`config.mk`:
```
export PLATFORM = sky130hd
export DESIGN_NAME = load_store_unit
export DESIGN_NICKNAME = d
export VERILOG_FILES = /design/src/rtl/load_store_unit_pkg.sv /design/src/rtl/load_store_unit_extender.sv /design/src/rtl/load_store_unit.sv
export SDC_FILE = /design/constraint.sdc
export NUM_CORES = 1
export LEC_CHECK = 0
export ABC_CLOCK_PERIOD_IN_PS = 1800
export CORE_ASPECT_RATIO = 2
export CORE_UTILIZATION = 37
export CTS_CLUSTER_DIAMETER = 120
export DETAILED_ROUTE_END_ITERATION = 8
export HOLD_SLACK_MARGIN = 0.02
export PLACE_DENSITY = 0.76
export SLEW_MARGIN = 20
export SYNTH_ARGS = -nofsm -noshare
export SYNTH_HDL_FRONTEND = slang
export SYNTH_SLANG_ARGS = --single-unit
```
`constraint.sdc`:
```
create_clock -name clk -period 1.8 [get_ports clk]
set_input_delay 0.18 -clock clk [delete_from_list [all_inputs] [get_ports clk]]
set_output_delay 0.18 -clock clk [all_outputs]
set_load 0.01 [all_outputs]
```
`src/rtl/load_store_unit_pkg.sv`:
```
// Shared constants for the RV32I data-memory path: funct3 load/store encodings,
// addressable-unit modes and the request legality rule.
package load_store_unit_pkg;

  localparam int LSU_ADDR_WIDTH = 32;
  localparam int LSU_WORD_WIDTH = 32;

  localparam logic [2:0] F3_LB  = 3'b000;
  localparam logic [2:0] F3_LH  = 3'b001;
  localparam logic [2:0] F3_LW  = 3'b010;
  localparam logic [2:0] F3_LBU = 3'b100;
  localparam logic [2:0] F3_LHU = 3'b101;
  localparam logic [2:0] F3_SB  = 3'b000;
  localparam logic [2:0] F3_SH  = 3'b001;
  localparam logic [2:0] F3_SW  = 3'b010;

  localparam logic [1:0] BYTE_MEMORY_MODE = 2'b00;
  localparam logic [1:0] HALF_MEMORY_MODE = 2'b01;
  localparam logic [1:0] WORD_MEMORY_MODE = 2'b10;

  // A request is rejected for an unsupported funct3 or a size-misaligned address.
  function automatic logic reqIllegal(input logic isWrite, input logic [2:0] funct3,
                                      input logic [1:0] addrLow);
    logic legalF3;
    logic misaligned;
    if (isWrite) begin
      legalF3 = (funct3 == F3_SB) || (funct3 == F3_SH) || (funct3 == F3_SW);
    end else begin
      legalF3 = (funct3 == F3_LB) || (funct3 == F3_LH) || (funct3 == F3_LW) ||
                (funct3 == F3_LBU) || (funct3 == F3_LHU);
    end
    case (funct3[1:0])
      HALF_MEMORY_MODE: misaligned = addrLow[0];
      WORD_MEMORY_MODE: misaligned = (addrLow != 2'b00);
      default:          misaligned = 1'b0;
    endcase
    return ~legalF3 | misaligned;
  endfunction

endpackage

```
`src/rtl/load_store_unit_extender.sv`:
```
// Sign/zero extension of a right-justified memory word according to the load funct3;
// shared with the writeback path.
module load_extender
  import load_store_unit_pkg::*;
#(
  parameter int WORD_WIDTH = LSU_WORD_WIDTH
) (
  input  logic [2:0]            funct3_i,
  input  logic [WORD_WIDTH-1:0] rawWord_i,
  output logic [WORD_WIDTH-1:0] extWord_o
);

  always_comb begin
    extWord_o = '0;
    case (funct3_i)
      F3_LB:   extWord_o = {{(WORD_WIDTH-8){rawWord_i[7]}}, rawWord_i[7:0]};
      F3_LBU:  extWord_o = {{(WORD_WIDTH-8){1'b0}}, rawWord_i[7:0]};
      F3_LH:   extWord_o = {{(WORD_WIDTH-16){rawWord_i[15]}}, rawWord_i[15:0]};
      F3_LHU:  extWord_o = {{(WORD_WIDTH-16){1'b0}}, rawWord_i[15:0]};
      F3_LW:   extWord_o = rawWord_i;
      default: extWord_o = '0;
    endcase
  end

endmodule

```
`src/rtl/load_store_unit.sv`:
```
// Initiator side of the byte-addressed data-memory interface: one load/store at a
// time, single-cycle memory strobe, one-cycle response pulse.
module load_store_unit
  import load_store_unit_pkg::*;
#(
  parameter int ADDR_WIDTH = LSU_ADDR_WIDTH,
  parameter int WORD_WIDTH = LSU_WORD_WIDTH
) (
  input  logic                  clk,
  input  logic                  rst,
  input  logic                  reqValid,
  output logic                  reqReady,
  input  logic                  reqWrite,
  input  logic [2:0]            reqFunct3,
  input  logic [ADDR_WIDTH-1:0] reqAddr,
  input  logic [WORD_WIDTH-1:0] reqData,
  output logic                  rspValid,
  output logic [WORD_WIDTH-1:0] rspData,
  output logic                  rspError,
  output logic                  memRead,
  output logic                  memWrite,
  output logic [1:0]            addrUnit,
  output logic [ADDR_WIDTH-1:0] address,
  output logic [WORD_WIDTH-1:0] memDataOut,
  input  logic [WORD_WIDTH-1:0] memDataIn
);

  typedef enum logic [1:0] {IDLE, ISSUE, WAIT, RESP} state_e;

  state_e                state_q, state_d;
  logic [2:0]            funct3_q, funct3_d;
  logic                  write_q, write_d;
  logic [1:0]            addrUnit_q, addrUnit_d;
  logic [ADDR_WIDTH-1:0] address_q, address_d;
  logic [WORD_WIDTH-1:0] memDataOut_q, memDataOut_d;
  logic                  memRead_q, memRead_d;
  logic                  memWrite_q, memWrite_d;
  logic [WORD_WIDTH-1:0] rspData_q, rspData_d;
  logic                  rspError_q, rspError_d;
  logic [WORD_WIDTH-1:0] extWord;

  load_extender #(.WORD_WIDTH(WORD_WIDTH)) uExtender (
    .funct3_i  (funct3_q),
    .rawWord_i (memDataIn),
    .extWord_o (extWord)
  );

  always_ff @(posedge clk) begin
    if (rst) begin
      state_q      <= IDLE;
      funct3_q     <= '0;
      write_q      <= 1'b0;
      addrUnit_q   <= BYTE_MEMORY_MODE;
      address_q    <= '0;
      memDataOut_q <= '0;
      memRead_q    <= 1'b0;
      memWrite_q   <= 1'b0;
      rspData_q    <= '0;
      rspError_q   <= 1'b0;
    end else begin
      state_q      <= state_d;
      funct3_q     <= funct3_d;
      write_q      <= write_d;
      addrUnit_q   <= addrUnit_d;
      address_q    <= address_d;
      memDataOut_q <= memDataOut_d;
      memRead_q    <= memRead_d;
      memWrite_q   <= memWrite_d;
      rspData_q    <= rspData_d;
      rspError_q   <= rspError_d;
    end
  end

  // Memory strobes are set on the transition into ISSUE so they are high for that cycle only.
  always_comb begin
    state_d      = state_q;
    funct3_d     = funct3_q;
    write_d      = write_q;
    addrUnit_d   = addrUnit_q;
    address_d    = address_q;
    memDataOut_d = memDataOut_q;
    memRead_d    = 1'b0;
    memWrite_d   = 1'b0;
    rspData_d    = rspData_q;
    rspError_d   = rspError_q;
    case (state_q)
      IDLE: begin
        if (reqValid) begin
          funct3_d     = reqFunct3;
          write_d      = reqWrite;
          addrUnit_d   = reqFunct3[1:0];
          address_d    = reqAddr;
          memDataOut_d = reqData;
          if (reqIllegal(reqWrite, reqFunct3, reqAddr[1:0])) begin
            state_d    = RESP;
            rspError_d = 1'b1;
            rspData_d  = '0;
          end else begin
            state_d    = ISSUE;
            memRead_d  = ~reqWrite;
            memWrite_d = reqWrite;
          end
        end
      end
      ISSUE: begin
        if (write_q) begin
          state_d    = RESP;
          rspError_d = 1'b0;
          rspData_d  = '0;
        end else begin
          state_d = WAIT;
        end
      end
      WAIT: begin
        state_d    = RESP;
        rspError_d = 1'b0;
        rspData_d  = extWord;
      end
      RESP:    state_d = IDLE;
      default: state_d = IDLE;
    endcase
  end

  assign reqReady   = (state_q == IDLE) & ~rst;
  assign rspValid   = (state_q == RESP);
  assign rspData    = rspData_q;
  assign rspError   = rspError_q;
  assign memRead    = memRead_q;
  assign memWrite   = memWrite_q;
  assign addrUnit   = addrUnit_q;
  assign address    = address_q;
  assign memDataOut = memDataOut_q;

endmodule

```
After elaboration in Yosys (flattened, before gate mapping)
Cells that the tools add are included.

Bits of input ports: 103. Logic and storage cells: 64. Register bits: 107.

Reductions and logical operators: 12. Mux-type cells: 19. Bitwise operators: 7. Eq/ne operators: 16.

Operators with widths (count): $pmux W32 S5 (1); $mux W32 (3); $pmux W32 S3 (1); $eq A3 B3 Y1 const B (4); $mux W1 (9); $pmux W2 S4 (1); $eq A2 B2 Y1 const B (3); $eq A3 B1 Y1 const B (2); $eq A3 B2 Y1 const B (2); $logic_not A3 Y1 (2); $ne A2 B2 Y1 const B (3); $not A1 Y1 (5); $eq A2 B1 Y1 const B (2); $logic_or A1 B1 Y1 (4); $mux W2 (2); $reduce_and A4 Y1 (1); $reduce_or A4 Y1 (1); $pmux W1 S3 (1); $reduce_bool A3 Y1 (1); $logic_not A2 Y1 (1); $pmux W1 S2 (1); $reduce_and A2 Y1 (1); $reduce_bool A2 Y1 (1); $and A1 B1 Y1 (1); $or A1 B1 Y1 (1).

Depth between registers and ports, before layout
Gate-level depths: netlist (run 1).

Word-level depth: 13. Mapped depth: 8.

Modules after synthesis
From an unflattened synthesis (run 1), not the netlist that was laid out.

Cell total of the unflattened synthesis: 611. Area total of the unflattened synthesis: 5286.3 um2.

Modules (own cells, without submodules): load_store_unit (area each 4704.5 um2, cells each 540, instances 1); load_extender (area each 581.8 um2, cells each 71, instances 1).

Worst setup path before layout (run 1)
Ideal clock, no wire load.

Kind: register -> register. Start: reg state_q[0]. End: reg rspError_q (netlist: rspError). Clock period less this slack: 1.815 ns. Arrival time: 1.692 ns. Buffers on the path: 0. Data required time: 1.677 ns. Slack: -0.015 ns. Stages on the path, launching flop included: 7. Cell sequence: dfxtp_1 > inv_1 > ha_1 > nor2b_1 > a211o_1 > a31oi_4 > mux2_1.

Longest elaborated chain between the ends: 3. Elaborated cells between the ends (all ways): 9.

RTL lines: start, declared (RTL line load_store_unit.sv:30) `state_e state_q, state_d;`; start signal, assigned (RTL line load_store_unit.sv:61) `state_q <= state_d;`; $eq A2 B1 Y1 (tied with other cells) (RTL line load_store_unit.sv:86) `case (state_q)`; $ne A2 B2 Y1 (no source line) or $reduce_bool A3 Y1 (tied branches); $reduce_and A4 Y1 (no source line); end signal, assigned (RTL line load_store_unit.sv:70) `rspError_q <= rspError_d;`; end, declared (RTL line load_store_unit.sv:39) `logic rspError_q, rspError_d;`.

Several ways; a longest one is shown, not always the timed one. A chain may end at the register's enable or synchronous reset.

Worst setup path after layout (run 1)
Start: reg state_q[1]. End: reg rspData_q[0] (netlist: rspData[0]).

Longest elaborated chain between the ends: 3. Elaborated cells between the ends (all ways): 9.

RTL lines: $eq A2 B1 Y1 (tied with other cells) (RTL line load_store_unit.sv:86); $ne A2 B2 Y1 (no source line) or $reduce_bool A3 Y1 (tied branches); $reduce_and A4 Y1 (no source line); end signal, assigned (RTL line load_store_unit.sv:69) `rspData_q <= rspData_d;`; end, declared (RTL line load_store_unit.sv:38) `logic [WORD_WIDTH-1:0] rspData_q, rspData_d;`.

Several ways; a longest one is shown, not always the timed one.

==> results of run 1 <==
[cell families after synthesis]
logic type,after synthesis
buffers and inverters,48
adder cells (fa/ha/maj),9
multiplexers,42
flip-flops,105
AO/OA/AOI/OAI,104
AND/OR/NAND/NOR,220
[per-layer routing]
metal	track usage	wire (microns)	vias to the layer above
li1	-	-	2133
met1	0.217	4910	2012
met2	0.405	7650	171
met3	0.0466	770	33
met4	0.106	512	0
met5	0	0	-
[state kept, by name (all words and copies together) (netlist names)]
register,flops
rspData,32
rspError,1
write_q,1
memDataOut,32
state_q,2
memRead,1
address,32
memWrite,1
funct3_q,3
[power groups by stage]
stage               clock network (mW)  logic, mW  registers [mW]
floorplan                            0       1.88            3.16
global placement                     0       3.54            2.98
detailed placement                   0       3.65            3.01
CTS                               2.00       3.67            2.96
global route                      2.09       4.39            3.02
finish                            1.93       4.10            2.96
[worst max-delay path, cell delays in order (launching register included)]
cell	delay, ps
dfxtp_2	350
inv_4	50
ha_4	150
nor2b_4	120
a211o_1	310
a31oi_4	170
buf_6	150
buf_12	150
mux2i_2	210
[layout make-up]
type / instances / area, sq um / share of cell area
clock buffers: 11 / 233 / 0.0327
clock inverters: 4 / 53.8 / 0.00757
inverters: 5 / 21.3 / 0.00299
multi-input cells: 375 / 2150 / 0.302
flip-flops and latches: 105 / 2100 / 0.296
well taps: 145 / 181 / 0.0255
repair buffers: 233 / 2370 / 0.333
[worst max-delay path by stage]
| stage | endpoint | cells after the start |
|---|---|---|
| after floorplan | rspError | 6 |
| after global placement | rspData[29] | 8 |
| after detailed placement | rspData[10] | 8 |
| after CTS | rspData[22] | 7 |
| after global routing | rspData[6] | 8 |
| final | rspData[0] | 8 |
[cells in the final DEF (no fill, tap or decap), types with 3 or more instances in the layout]
master	Yosys	layout
a21oi_1	70	70
and3_1	16	16
buf_12	0	5
buf_4	2	19
clkbuf_16	0	11
clkdlybuf4s50_1	0	201
dfxtp_1	105	103
ha_1	9	5
ha_2	0	3
mux2i_1	41	40
nand2_1	157	156
nand2b_1	33	33
nor2_1	3	3
nor2b_1	5	4
o21ai_0	15	15
o2bb2ai_1	8	8
[stage by stage]
step	cells	hold WS, ps
after floorplan	528	257
after global placement	857	441
after detailed placement	857	445
after CTS	872	181
after global routing	878	167
final	878	166
[timing repair]
action | in CTS | in global routing
resized for setup | 5 | 12
cloned | 0 | 3
setup endpoints to repair | 27 | 33
buffers inserted | 0 | 3
pin swaps | 0 | 4
==> impl_metrics.toml, run 1 <==
[finish]
final_util = 0.608
num_antenna_cells = 0
area_growth_pct = 60.3
fillers = 975
drive_gt1_frac = 0.0819
design_area_sq_um = 7110
finalNetCount = 841

[detailed_routing]
dr.pass1.iters = 4
route.detailed.drc = 0
wirelength_microns = 13800
drtAntennaViolNets = 0
drt-vias-per-instance = 4.95
wire_per_inst_microns = 15.8
vias = 4349
drtIter0Drc = 174

[logic_synthesis]
synth_flop_cell = "dfxtp_1"
synth_seq_cells = 105
yosys_warnings = 0
synthAdderAreaFrac = 0.0254
synthCells = 528
synthXorXnorAreaFrac = 0
synth-compound-area-share = 0.134
synth.top_cells.by_area = "dfxtp_1, nand2_1, mux2i_1"
yosysMostFrequentCell = "nand2_1"
synth.top_cell.area_share = 0.474
synth_cell_type_count = 33
syn_avg_cell_area_sq_um = 8.40
syn-num-nets = 640
ys_seq_area_frac = 0.474
syn_area_sq_um = 4440
synth_top_family_by_area = "simple AND/OR/NAND/NOR gates"
yosys-top-cells-count = "nand2_1, dfxtp_1, a21oi_1"
synthSimpleGateAreaFrac = 0.221
synth-edff-count = 0
synth_area_leader_cell = "dfxtp_1"
async_reset_ff_frac = 0
muxShareOfSynthArea = 0.0951

[placed_design]
place.gp.congestion = 0.831
placed_cell_area_sq_um = 6690
preCtsSetupSlack_ps = -373
hpwl_microns = 9820
port_buffers = 205

[min_path]
hp-start = "reqFunct3[1]"
holdPathEnd = "funct3_q[1]"
min_path_type = "input pin to flip-flop"
whs_path_depth = 3

[clock_tree]
postCtsHoldBufs = 0
cts_max_path_buffers = 2
clkLatencyLatePin_ps = 340
cts_sinks = 105
h-tree-depth = 3
cts-buffers-inserted = 9
cts_root_buf = "clkbuf_16"
cts_tree = "done"
path_clk_slew_ps = 70

[timing]
worst-slew-pin-transition_ps = 599
slew_viol_final = 0
fmax_mhz = 569
rsz0062_at_grt = "yes"
setup_viol = 0
fin_worst_skew_ps = 9.28
finalCritPeriodShare = 0.976
min_period_ps = 1760
finalHoldViolations = 0
timing.final.ws_setup_ps = 43.4
max-slew-margin-rel = 0.600
fin_setup_tns_ps = 0

[setup_path]
start_kind = "flip-flop"
path_class = "flip-flop to flip-flop"
endpoint_kind = "flip-flop"
critPathLaunch = "state_q[1]"
r2r_setup_slack_ps = 40
r2r-end = "rspData[0]"
cp_max_fo = 8
worstPathRequired_ps = 2060
ff2ff_path_depth = 8
r2r_start = "state_q[1]"
cp.arrival_ps = 2010

[die]
initial_core_util = 0.379
die_x_microns = 79.4
pin_count = 206
rows = 56
core_sq_um = 11700
die_h_microns = 157
die-area_sq_um = 12500

[global_route]
antenna_found_initial = 0
grt_pass1_vias = 4452
grt_overflow = 0
grt_pass1_wl_microns = 21000
grt_max_degree = 98
grt.total_usage = 0.216

[power_and_ir_drop]
p_switching_mw = 3.07
power_mw = 8.99
combPwrFrac = 0.456
internal-power_mw = 5.92
power.density_nw_per_um2 = 1260
p_seq_frac = 0.329
pwr-share-clk = 0.215
vdd_drop_max_mv = 1.14
power_leakage_nw = 2.71
swShare = 0.342

[job]
cap_violations = 0

[run_status]
status = "completed"
Note: power is estimated with default switching activity, not from simulation.
==> inputs of run 2 (changes only) <==
--- a/config.mk
+++ b/config.mk
@@ -6,7 +6,6 @@
 export NUM_CORES = 1
 export LEC_CHECK = 0
 export ABC_CLOCK_PERIOD_IN_PS = 1800
-export CORE_ASPECT_RATIO = 2
 export CORE_UTILIZATION = 37
 export CTS_CLUSTER_DIAMETER = 120
 export DETAILED_ROUTE_END_ITERATION = 8
==> run 2 against run 1 <==
  * Global-route usage down 0.22 points
  * Largest cell class unchanged
  * Total power up 6.3%
  * The flow now finishes with violations (DRC)
  * Hold slack worse by 18 ps
  * Clock skew down 4.3 ps
  * Sequential share of layout area down 0.38 points
==> impl_metrics.toml, run 2 (synthesized netlist as in run 1, its figures left out) <==
[setup_path]
ff2ff_path_depth = 8
r2r_setup_slack_ps = 40
r2r-end = "rspData[4]"
critPathLaunch = "state_q[1]"
r2r_start = "state_q[1]"
start_kind = "flip-flop"
cp_max_fo = 7
endpoint_kind = "flip-flop"
endpoint = "rspData[4]"
path_class = "flip-flop to flip-flop"
worstPathRequired_ps = 2070
cp.arrival_ps = 2030

[min_path]
min_path_type = "input pin to flip-flop"

[detailed_routing]
wire_per_inst_microns = 15.2
wirelength_microns = 13300
drtIter0Drc = 218
drtAntennaViolNets = 0
drt-vias-per-instance = 4.90
route.detailed.drc = 13
dr.pass1.iters = 7
vias = 4296

[timing]
finalHoldViolations = 0
fmax_mhz = 568
fin_worst_skew_ps = 4.97
fin_setup_tns_ps = 0
min_period_ps = 1760
setup_viol = 0
slew_viol_final = 0
timing.final.ws_setup_ps = 37.9
max-slew-margin-rel = 0.447
worst-slew-pin-transition_ps = 827
rsz0062_at_grt = "yes"
finalCritPeriodShare = 0.979

[placed_design]
place.gp.congestion = 0.781
port_buffers = 205
placed_cells = 852
hpwl_microns = 9140
preCtsSetupSlack_ps = -405

[finish]
drive_gt1_frac = 0.0859
final_common_cell = "clkdlybuf4s50_1"
area_growth_pct = 62.4
final_util = 0.623
layout.cells.non_filler = 877
fillers = 973
finalNetCount = 840
final_cell_mix = "clkdlybuf4s50_1, nand2_1, dfxtp_1"

[die]
die-area_sq_um = 12400
rows = 39
pin_count = 206
core_sq_um = 11600
initial_core_util = 0.384
die_h_microns = 111
die_x_microns = 111

[run_status]
status = "complete, but fails checks"
violations = "DRC"

[power_and_ir_drop]
power.density_nw_per_um2 = 1330
combPwrFrac = 0.435
vdd_drop_max_mv = 0.650
power_leakage_nw = 2.76
p_switching_mw = 3.03
internal-power_mw = 6.52
p_seq_frac = 0.309
pwr-share-clk = 0.256
swShare = 0.318

[clock_tree]
cts-buffers-inserted = 9
cts_max_path_buffers = 2
clkLatencyLatePin_ps = 350
cts_root_buf = "clkbuf_16"
cts_sinks = 105
cts_tree = "done"
h-tree-depth = 3
path_clk_slew_ps = 70
postCtsHoldBufs = 0

[global_route]
grt_use_met3 = 0.0817
top_usage_layer = "met2"
grt_util_met2 = 0.362
grt_pass1_vias = 4365
antenna_found_initial = 1
grt_max_degree = 71
grt.total_usage = 0.213
use_met1 = 0.242
grt_pass1_wl_microns = 21300
grt_overflow = 0

[job]
cap_violations = 0
## run 2: worst max-delay path, cell delays in order, from the launching register on
cell and delay (ps):
dfxtp_2 350, inv_2 60, ha_4 150, nor2b_4 120, a211o_1 300, a31oi_4 200
buf_12 150, buf_12 130, mux2i_1 220
## run 2: cell type report
| class | instances | area, sq um | area share |
|---|---|---|---|
| clock buffers | 11 | 253 | 0.0351 |
| well taps | 143 | 179 | 0.0248 |
| multi-input cells | 375 | 2150 | 0.299 |
| diodes | 1 | 2.50 | 0.000347 |
| inverters | 5 | 18.8 | 0.00261 |
| flip-flops and latches | 105 | 2100 | 0.292 |
| clock inverters | 5 | 125 | 0.0174 |
| repair buffers | 232 | 2360 | 0.328 |
## run 2: routing by layer
| metal | up-vias | wire (microns) |
|---|---|---|
| met5 | - | 0 |
| met4 | 0 | 255 |
| met3 | 17 | 1320 |
| met2 | 165 | 6460 |
| met1 | 1979 | 5290 |
| li1 | 2135 | - |
## run 2: worst min path at each step
stage / from / slack, ps / endpoint / depth (start not counted)
after floorplan: reqWrite / 260 / memRead / 1
after global placement: memDataOut[15] / 440 / memDataOut[15] / 2
after detailed placement: memDataOut[4] / 450 / memDataOut[4] / 2
after CTS: reqData[15] / 360 / memDataOut[15] / 3
after global routing: reqFunct3[1] / 160 / funct3_q[1] / 3
final: reqFunct3[1] / 150 / funct3_q[1] / 3
## run 2: power by group through the flow
stage,Combinational (mW),Clock (mW),Sequential (mW)
floorplan,1.88,0,3.16
global placement,3.50,0,2.98
detailed placement,3.58,0,3.00
CTS,3.84,2.50,2.95
global route,4.49,2.61,3.00
finish,4.15,2.44,2.95
## run 2: metrics by stage
step | power (mW) | hold slack [ps] | area, sq um
4_1_cts | 9.30 | 363 | 7080
2_1_floorplan | 5.04 | 257 | 4440
6_report | 9.55 | 148 | 7200
3_3_place_gp | 6.48 | 441 | 6650
3_5_place_dp | 6.58 | 446 | 6650
5_1_grt | 10.1 | 164 | 7200
## run 2: repair_timing
action,CTS,global route
setup buffers,1,4
gates cloned,1,2
pin swaps,0,5
gates resized for setup,3,15
endpoints found under the setup margin,29,33
==> RTL change 1: new RTL, settings of run 2 <==
The 4 states of `state_e` get a one-hot encoding in 4 bits.
--- a/src/rtl/load_store_unit.sv
+++ b/src/rtl/load_store_unit.sv
@@ -26,5 +26,5 @@
 );
 
-  typedef enum logic [1:0] {IDLE, ISSUE, WAIT, RESP} state_e;
+  typedef enum logic [3:0] {IDLE = 4'b0001, ISSUE = 4'b0010, WAIT = 4'b0100, RESP = 4'b1000} state_e;
 
   state_e                state_q, state_d;
Behaviour: no difference found for any inputs over 10 cycles, from zero or initial values and one cycle with rst high; not proved beyond that.
==> RTL change 1 against run 2 <==
  * Sequential cell count increased by 2
  * Design area decreased by 4.2%
  * Worst setup slack got worse by 6.8 ps
  * Synthesized area decreased by 2.1%
  * Wire length decreased by 5.3%
Power is not compared: it rests on default switching activity, and its combinational part moved more than twofold at a synthesized area within 25%.
==> RTL change 1: results (changes against run 2) <==
status: finished clean (was finished, violations left)
Seq cells: 107 (was 105)
CP arrival: 1960 ps (was 2030 ps)
fillers: 1,001 (was 973)
Post-Route M1 WL: 5.11 mm (was 5.29 mm)
Nets: 807 (was 840)
bufs w/o clock: 223 (was 232)
Post-Synth Adder-Cell Area: 0.864% (was 2.54%)
largest net degree at the start of global routing: 55 (was 71)
Final Skew: 5.56 ps (was 4.97 ps)
DP Wirelength: 8.98 mm (was 9.14 mm)
M3 GR Usage: 5.41% (was 8.17%)
multi-input gate count: 330 (was 375)
mux contribution to synthesized area: 0.461% (was 9.51%)
initial DRC count: 150 (was 218)
Die ar.: 12,200 um^2 (was 12,400 um^2)
non-clk buf share: 33.0% (was 32.8%)
synthesized net count: 612 (was 640)
first-pass GRT wire length: 18.7 mm (was 21.3 mm)
1st-pass router iterations: 4 (was 7)
gpl congestion: 0.774 (was 0.781)
clk tree area frac: 4.26% (was 5.25%)
met1 usage: 22.9% (was 24.2%)
vias in the first global route: 3,943 (was 4,365)
met2 wire length: 6.33 mm (was 6.46 mm)
via count: 4,200 (was 4,296)
Inverters excl. clock: 30 (was 5)
drt drc: 0 (was 13)
final wirelength: 12.6 mm (was 13.3 mm)
met3 routed WL: 1.04 mm (was 1.32 mm)
met2 global-route usage: 34.7% (was 36.2%)
multi-input combinational area share: 27.5% (was 29.9%)
layout cells sized above 1: 9.79% (was 8.59%)
main area contributors after synthesis: dfxtp_1, nand2_1, a21oi_1 (was dfxtp_1, nand2_1, mux2i_1)
top post-synthesis cells by count: nand2_1, dfxtp_1, a21oi_1 (unchanged)
CP delay by family, top: buffers and inverters (was compound AO/OA/AOI/OAI gates)
-- RTL change 1: path summary, 6_finish.rpt --
path | from | to | slack (ps) | cells after the start
hold reg to reg | rspData[3] | rspData[3] | 450 | 2
setup reg to reg | state_q[3] | rspError | 90 | 6
setup / recovery | reqFunct3[1] | rspData[8] | 30 | 8
hold / removal | reqFunct3[0] | funct3_q[0] | 160 | 3
-- RTL change 1: logic make-up (layout without fill, tap and decap cells) --
kind of cell | count (synthesis) | count (layout)
AO/OA/AOI/OAI | 137 | 137
adder cells (fa/ha/maj) | 3 | 3
buffers and inverters | 69 | 268
flip-flops | 107 | 107
multiplexers | 2 | 2
AND/OR/NAND/NOR | 188 | 188
-- RTL change 1: repair_timing --
action,4_1_cts,5_1_grt
buffers inserted,1,0
endpoints found under the setup margin,3,35
gates cloned,0,2
resized for setup,4,7
-- RTL change 1: per-stage QoR --
stage               instances  worst slack [ps]
floorplan                 506               221
global placement          830              -244
detailed placement        830              -328
CTS                       846              9.71
global route              848              9.31
finish                    848              31.1
==> RTL change 2: new RTL, flow settings as in run 2 <==
Made on the original files. `LSU_WORD_WIDTH`: 32 -> 48.
--- a/src/rtl/load_store_unit_pkg.sv
+++ b/src/rtl/load_store_unit_pkg.sv
@@ -4,5 +4,5 @@
 
   localparam int LSU_ADDR_WIDTH = 32;
-  localparam int LSU_WORD_WIDTH = 32;
+  localparam int LSU_WORD_WIDTH = 48;
 
   localparam logic [2:0] F3_LB  = 3'b000;
Interface: changed (resized memDataIn, memDataOut, reqData and rspData); port bits go from 206 to 270. No check against the original RTL was run, so the function may have changed too.
==> RTL change 2 against run 2 <==
  * The run ends with negative setup slack left
  * Count of clock-buffer cells in the layout increased by 6
  * Critical path type unchanged
  * Via count increased by 29%
  * Sequential cell count grew 32
  * Combinational power grew 38%
  * Worst setup slack got worse by 54 ps
  * Synthesized area increased by 29%
  * Total power rose by 38%
  * Critical path depth shrank 1
  * Final cell count grew 32%
  * Wire length rose by 34%
  * Largest cell class unchanged
  * Highest routed layer is now met5
  * Design area grew 34%
  * Critical endpoint is now rspData[43]
==> RTL change 2: results (changes against run 2) <==
Nets: 1,099 (was 840)
final setup fails: 12 (was 0)
status: finished, violations left (unchanged)
pre-CTS setup slack: -435 ps (was -405 ps)
multi-input combinational area share: 29.8% (was 29.9%)
first-pass GRT wire length: 27.4 mm (was 21.3 mm)
mux contribution to synthesized area: 10.9% (was 9.51%)
non-clk buf share: 32.9% (was 32.8%)
1st-pass router iterations: 6 (was 7)
Synth Area in Compound Gates: 13.0% (was 13.4%)
violated checks: negative setup slack (was design-rule violations)
Inverters excl. clock: 6 (was 5)
critical path fanouts, max: 8 (was 7)
DP Wirelength: 11.6 mm (was 9.14 mm)
largest net degree at the start of global routing: 60 (was 71)
clk tree area frac: 6.35% (was 5.25%)
CP arrival: 2120 ps (was 2030 ps)
fillers: 1,279 (was 973)
Yosys cell types: 35 (was 33)
main area contributors after synthesis: dfxtp_1, nand2_1, a21oi_1 (was dfxtp_1, nand2_1, mux2i_1)
sequential share of cell area: 28.4% (was 29.2%)
setup ws final: -15.7 ps (was 37.9 ps)
share of the yosys chip area belonging to registers: 47.9% (was 47.4%)
met2 wire length: 8.55 mm (was 6.46 mm)
drt wl/cell: 15.5 um (was 15.2 um)
Slew headroom: 56.6% (was 44.7%)
synthesized net count: 830 (was 640)
top post-synthesis cells by count: nand2_1, dfxtp_1, a21oi_1 (unchanged)
Max VDD drop: 0.000759 V (was 0.000650 V)
via count: 5,537 (was 4,296)
# clk buffers: 17 (was 11)
gpl congestion: 0.735 (was 0.781)
RTL change 2: cell count changes after synthesis, moves of 14 or more:
cell and delta:
a21oi_1 +48, and3_1 -16, clkbuf_1 +18, dfxtp_1 +32
mux2_1 +32, mux2i_1 -16, nand2_1 +63, nand2b_1 -17
nor2b_1 +30, o21ai_0 -14
RTL change 2: path summary, 6_finish.rpt:
path,to,cells past startpoint,slack [ps],startpoint
worst max-delay path,rspData[43],7,-20,state_q[0]
worst max register to register,rspData[43],7,-20,state_q[0]
worst min-delay path,funct3_q[1],3,90,reqFunct3[1]
worst min register to register,address[12],2,450,address[12]
RTL change 2: worst max-delay path: cells and delay by family, from the launching register on:
kind / cells / cell delay [ps]
mux: 1 / 300
simple gates: 1 / 120
flops: 1 / 340
fa+ha+maj: 1 / 160
buf+inv: 2 / 260
compound gates: 2 / 530
RTL change 2: metal layers:
layer  up-vias  track usage, %
met3        21            9.49
li1       2791               -
met1      2520            24.5
met2       203            36.9
met5         -               0
met4         2            7.87
RTL change 2: repair_timing:
| action | 4_1_cts | 5_1_grt |
|---|---|---|
| setup buffers | 1 | 1 |
| gates cloned | 2 | 4 |
| hold endpoints to repair | 0 | 0 |
| pin swaps | 1 | 0 |
| setup endpoints to repair | 48 | 51 |
| resized for setup | 8 | 52 |
RTL change 2: through the flow:
stage                     hold WS (ps)  power [mW]  setup TNS [ps]  util [%]  cells
after detailed placement           445        8.45          -19750      57.4   1116
after CTS                          132        12.5               0      62.0   1151
final                             86.8        13.2            -115      63.9   1156
after floorplan                    257        6.36               0         -    686
after global routing              85.8        13.9           -1380      63.9   1156
after global placement             440        8.39          -16550      57.4   1116
RTL change 2: where the power goes:
group	switching [mW]	total (mW)	internal, mW
combinational	2.62	5.73	3.10
sequential	0.266	3.82	3.56
clock	1.43	3.64	2.21
total	4.32	13.2	8.87
